File: config.mk
export PLATFORM = sky130hd
export DESIGN_NAME = pc_fetch_gen
export DESIGN_NICKNAME = d
export VERILOG_FILES = /design/src/rtl/pc_fetch_gen_pkg.sv /design/src/rtl/pc_fetch_gen_redirect_buf.sv /design/src/rtl/pc_fetch_gen.sv
export SDC_FILE = /design/constraint.sdc
export NUM_CORES = 1
export LEC_CHECK = 0
export ABC_AREA = 0
export CAP_MARGIN = 10
export CORE_UTILIZATION = 50
export CTS_CLUSTER_DIAMETER = 60
export DETAILED_ROUTE_END_ITERATION = 10
export HOLD_SLACK_MARGIN = 0.12
export PLACE_DENSITY = 0.95
export SLEW_MARGIN = 5
export SYNTH_ARGS = -nofsm -noshare
export SYNTH_HDL_FRONTEND = slang
export SYNTH_SLANG_ARGS = --single-unit
File: constraint.sdc
create_clock -name clk -period 3.8 [get_ports clk]
set_input_delay 0.57 -clock clk [delete_from_list [all_inputs] [get_ports clk]]
set_output_delay 0.57 -clock clk [all_outputs]
set_load 0.01 [all_outputs]
File: src/rtl/pc_fetch_gen_pkg.sv
// Shared constants for the fetch PC generator: reset level, exception word
// bit positions, redirect-buffer state encoding and the default boot vector.
package pc_fetch_gen_pkg;
    localparam logic RST_ENABLE = 1'b1;

    localparam int EXC_ADEL_BIT    = 30;
    localparam int EXC_REFILL_BIT  = 29;
    localparam int EXC_INVALID_BIT = 28;

    typedef enum logic {
        PC_ST_RUN  = 1'b0,
        PC_ST_PEND = 1'b1
    } pc_state_e;

    localparam logic [31:0] DEFAULT_RESET_PC = 32'hBFC0_0000;
endpackage

File: src/rtl/pc_fetch_gen_redirect_buf.sv
// Holds a branch target that arrived while the pipeline was stalled until the
// stall clears; an exception or a newer unstalled branch discards it.
module pc_redirect_buf
    import pc_fetch_gen_pkg::*;
#(
    parameter int STALL_W = 4
) (
    input  logic               clk,
    input  logic               rst,
    input  logic [STALL_W-1:0] stall,
    input  logic               exception,
    input  logic               branch,
    input  logic [31:0]        branch_pc,
    output logic               pend_valid,
    output logic [31:0]        pend_pc
);
    pc_state_e   state, state_nxt;
    logic [31:0] pend_pc_nxt;
    logic        stalled;

    assign stalled = |stall;

    always_ff @(posedge clk) begin
        if (rst == RST_ENABLE) begin
            state   <= PC_ST_RUN;
            pend_pc <= 32'h0;
        end else begin
            state   <= state_nxt;
            pend_pc <= pend_pc_nxt;
        end
    end

    always_comb begin
        state_nxt   = state;
        pend_pc_nxt = pend_pc;
        if (exception) begin
            state_nxt = PC_ST_RUN;
        end else if (branch) begin
            // A stalled branch parks (replacing any older target); an unstalled one is taken directly.
            if (stalled) begin
                state_nxt   = PC_ST_PEND;
                pend_pc_nxt = branch_pc;
            end else begin
                state_nxt = PC_ST_RUN;
            end
        end else if (state == PC_ST_PEND && !stalled) begin
            state_nxt = PC_ST_RUN;
        end
    end

    assign pend_valid = (state == PC_ST_PEND);
endmodule

File: src/rtl/pc_fetch_gen.sv
// Fetch-stage PC generator for FETCH_WIDTH-wide bundles with stalled-branch
// buffering. Define PC_REDIRECT_CNT_EN to add branch/exception redirect counters.
module pc_fetch_gen
    import pc_fetch_gen_pkg::*;
#(
    parameter logic [31:0] RESET_PC    = DEFAULT_RESET_PC,
    parameter int          FETCH_WIDTH = 1,
    parameter int          STALL_W     = 4
) (
    input  logic                   clk,
    input  logic                   rst,
    input  logic [STALL_W-1:0]     stall,
    input  logic                   exception,
    input  logic [31:0]            exception_pc,
    input  logic                   branch,
    input  logic [31:0]            branch_pc,
    input  logic                   inst_paddr_refill,
    input  logic                   inst_paddr_invalid,
    output logic [31:0]            pc,
    output logic [FETCH_WIDTH-1:0] fetch_valid,
    output logic [31:0]            exception_type,
    output logic                   redirect_pending
`ifdef PC_REDIRECT_CNT_EN
    ,
    output logic [31:0]            br_redirect_cnt,
    output logic [31:0]            exc_redirect_cnt
`endif
);
    localparam int          FETCH_BYTES = 4 * FETCH_WIDTH;
    localparam logic [31:0] BUNDLE_MASK = ~(32'(FETCH_BYTES) - 32'd1);

    logic        stalled, pend_valid, adel;
    logic [31:0] pend_pc, pc_nxt;

    assign stalled = |stall;

    pc_redirect_buf #(.STALL_W(STALL_W)) u_redirect_buf (
        .clk        (clk),
        .rst        (rst),
        .stall      (stall),
        .exception  (exception),
        .branch     (branch),
        .branch_pc  (branch_pc),
        .pend_valid (pend_valid),
        .pend_pc    (pend_pc)
    );

    always_comb begin
        pc_nxt = pc;
        if (exception)
            pc_nxt = exception_pc;
        else if (branch)
            pc_nxt = stalled ? pc : branch_pc;
        else if (pend_valid && !stalled)
            pc_nxt = pend_pc;
        else if (!stalled)
            pc_nxt = (pc & BUNDLE_MASK) + 32'(FETCH_BYTES);
    end

    always_ff @(posedge clk) begin
        if (rst == RST_ENABLE)
            pc <= RESET_PC;
        else
            pc <= pc_nxt;
    end

    assign redirect_pending = pend_valid;
    assign adel = (pc[1:0] != 2'b00);

    always_comb begin
        exception_type                  = 32'h0;
        exception_type[EXC_ADEL_BIT]    = adel;
        exception_type[EXC_REFILL_BIT]  = inst_paddr_refill;
        exception_type[EXC_INVALID_BIT] = inst_paddr_invalid;
    end

    // Slots before the entry word of the bundle (branch into mid-bundle) are masked off.
    if (FETCH_WIDTH == 1) begin : g_single
        assign fetch_valid = !adel;
    end else begin : g_multi
        localparam int SLOT_W = $clog2(FETCH_WIDTH);
        logic [SLOT_W-1:0] slot;
        assign slot = pc[SLOT_W+1:2];
        for (genvar i = 0; i < FETCH_WIDTH; i++) begin : g_slot
            assign fetch_valid[i] = !adel && (SLOT_W'(i) >= slot);
        end
    end

`ifdef PC_REDIRECT_CNT_EN
    logic br_load;
    assign br_load = !exception && ((branch && !stalled) || (!branch && pend_valid && !stalled));

    always_ff @(posedge clk) begin
        if (rst == RST_ENABLE) begin
            br_redirect_cnt  <= 32'h0;
            exc_redirect_cnt <= 32'h0;
        end else begin
            if (br_load)
                br_redirect_cnt <= br_redirect_cnt + 32'd1;
            if (exception)
                exc_redirect_cnt <= exc_redirect_cnt + 32'd1;
        end
    end
`endif
endmodule

==> impl_metrics.toml <==
[outcome]
status = "complete, no violations"

[timing]
final.setup.tns_ns = 0
fin_crit_sh = 0.7645
relSlewSlack = 0.4167
setup_viol_count_final = 0
tightest_slew_ns = 0.8669
rsz0062_at_grt = "no"
fmax_mhz = 344.2
holdWs_ns = 0.4607
fin_skew_ns = 0.01022
period_needed_ns = 2.905
slew_viol_final = 0
hold_violations = 0

[power]
finalPower_mw = 1.753
p_per_area_nw_per_um2 = 330.1
ir_drop_uv = 192.2
p_leak_nw = 1.907

[place]
io_buffers = 106
place_congestion = 0.9181
dp_hpwl_mm = 9.462

[yosys]
netlist_instances = 576
netlist.top_cell.by_area = "dfxtp_1"
netlist_area_sq_um = 4148
synthArstFlopShare = 0
ys_ff_latch = 65
yosys_warnings = 0
synth_edf_count = 0
synthDistinctLibCells = 63
synth_top_cell_area_share = 0.3137
synth_common_cells = "nand2_1, dfxtp_1, a21oi_1"
synthFlopType = "dfxtp_1"
syn_avg_cell_area_sq_um = 7.201
ys_seq_area_frac = 0.3137
synth.area.top_cells = "dfxtp_1, nand2_1, a21oi_1, buf_4, o21ai_0"
synth.most_common_cell = "nand2_1"

[cts]
cts_buffers = 9
clock_latency_ns = 0.35
clock-root-buffer = "clkbuf_8"
postCtsHoldBufs = 0
clkSinkCount = 65
cts_max_level = 3
post_cts_buffers = 0
clkTransAtPathRegs_ns = 0.08
clock_path_buffers = 2
cts_tree = "built"
ctsResizeCount = 0

[setup_path]
rrSetupSlack_ns = 1.20
worstPathRequired_ns = 4.10
path_cells = "clkdlybuf4s50_1, or4_1, nor3_1, o311ai_0, o21ai_0, a221o_1"
cp_max_fo = 17
crit_path_start = "stall[1]"
worstPathArrival_ns = 3.20
r2r-start = "pc[13]$_SDFFE_PP0P_"
startpoint_type = "input pin"
cpMaxStageDelayCell = "or4_1"
worstSetupPathType = "in2reg"
end_kind = "flop"
slowest_delay_ns = 0.87
crit_buf_inv = 1
cp_top_family = "simple AND/OR/NAND/NOR gates"

[global_route]
grt_pass1_vias = 4736
grt_pass1_wl_mm = 22.21
overflow = 0
grt_use_met3 = 0.08618
top_usage_layer = "met2"
use_met1 = 0.3775
track_usage = 0.3233
grt_max_degree = 51
grt_use_met2 = 0.5288
antenna_found_initial = 0

[floorplanning]
io_pins = 140
fp-row-count = 32
fp.dieW_um = 93.08
start_util = 0.5259
die_y_um = 93.08
coreArea_sq_um = 7888
die-area_sq_um = 8664

[final_layout]
drive_gt1_frac = 0.06024
multi_input_area_sq_um = 2499
num-nets-final = 734
diodes = 0
seq_area_sq_um = 1301
num-fill-cells = 642
area_growth_pct = 27.99

[hold_path]
worstHoldStart = "u_redirect_buf.pend_pc[1]$_SDFFE_PP0P_"
worstHoldPathType = "reg2reg"

[routing]
num_vias = 4844
final_antenna_net_count = 0
via_per_inst = 6.324
post-route-drc-count = 0
firstDrtPassIters = 5
wl_per_cell_um = 17.81
drtIter0Drc = 552
wl_mm = 13.64

[flow_run]
maxCapViolCount = 0
## where the power goes
group          total, mW  switching, mW  internal [mW]  leakage, nW
Combinational      0.381          0.193          0.188         1.28
Sequential         0.776         0.0531          0.722        0.535
Clock              0.596          0.295          0.301       0.0912
Total               1.75          0.541           1.21         1.91
## cell type report
class                           instances  area share
Timing Repair Buffer                  116      0.2121
Inverter                               16     0.01131
Clock inverter                          7     0.01343
Clock buffer                            9     0.02333
Tap cell                              102     0.02404
Multi-Input combinational cell        451      0.4707
Sequential cell                        65      0.2451
## layout by cell type (no fill, tap or decap), types with 4 or more instances in the layout
cell             count
o211ai_1            11
clkdlybuf4s50_1    104
nor2_1              35
a311oi_1             6
conb_1              29
nand4_1              6
buf_4               10
dfxtp_1             65
a21o_1               5
nor3_1              14
nand3_1             12
nor2b_1              7
a41oi_1              4
nand2b_1             9
o221ai_1             4
inv_1               14
clkbuf_8             9
xnor2_1              7
nand2_1            118
and4_1               4
a221oi_1             4
a211oi_1             5
o31ai_1              5
o21ai_0             27
nor4_1              10
a21oi_1             57
a31oi_1              9
## cell families after synthesis
logic type | after synthesis | share of synthesized area
adder cells (fa/ha/maj) | 1 | 0.003016
other | 1 | 0.0009041
buffers and inverters | 88 | 0.1095
flip-flops | 65 | 0.3137
XOR/XNOR | 10 | 0.02112
AO/OA/AOI/OAI | 168 | 0.2652
AND/OR/NAND/NOR | 239 | 0.2766
multiplexers | 4 | 0.009955
## state kept, by name, indices dropped and copies added, names as in the netlist
signal and flops:
pc 32, u_redirect_buf.pend_pc 32, u_redirect_buf.pend_valid 1
## stage by stage
| step | setup slack [ns] | util | area (sq um) | instances |
|---|---|---|---|---|
| floorplan | 1.575 | - | 4253 | 604 |
| global placement | 0.7147 | 0.6482 | 5112 | 750 |
| detailed placement | 0.5565 | 0.6482 | 5112 | 750 |
| CTS | 0.9424 | 0.6729 | 5308 | 766 |
| global route | 0.8613 | 0.6731 | 5309 | 766 |
| finish | 0.8947 | 0.6731 | 5309 | 766 |
## path summary, 6_finish.rpt
kind                            depth (start not counted)                                      to
worst max register to register                          5                     pc[26]$_SDFFE_PP1P_
worst max-delay path                                    6                     pc[11]$_SDFFE_PP0P_
worst min-delay path                                    2  u_redirect_buf.pend_pc[1]$_SDFFE_PP0P_
worst min register to register                          2  u_redirect_buf.pend_pc[1]$_SDFFE_PP0P_
## worst register-to-register path, stage by stage, from the launching register on
cell and delay (ns):
dfxtp_1 0.49, and4_1 0.34, nand4_1 0.56, or3_4 0.60, a21o_1 0.17, a221o_1 0.35
## metal layers
layer / wire length [um] / up-vias
li1: - / 2173
met2: 6536 / 355
met4: 670 / 0
met1: 4945 / 2240
met5: 0 / -
met3: 1489 / 76
Power figures use the tool's default switching activity.
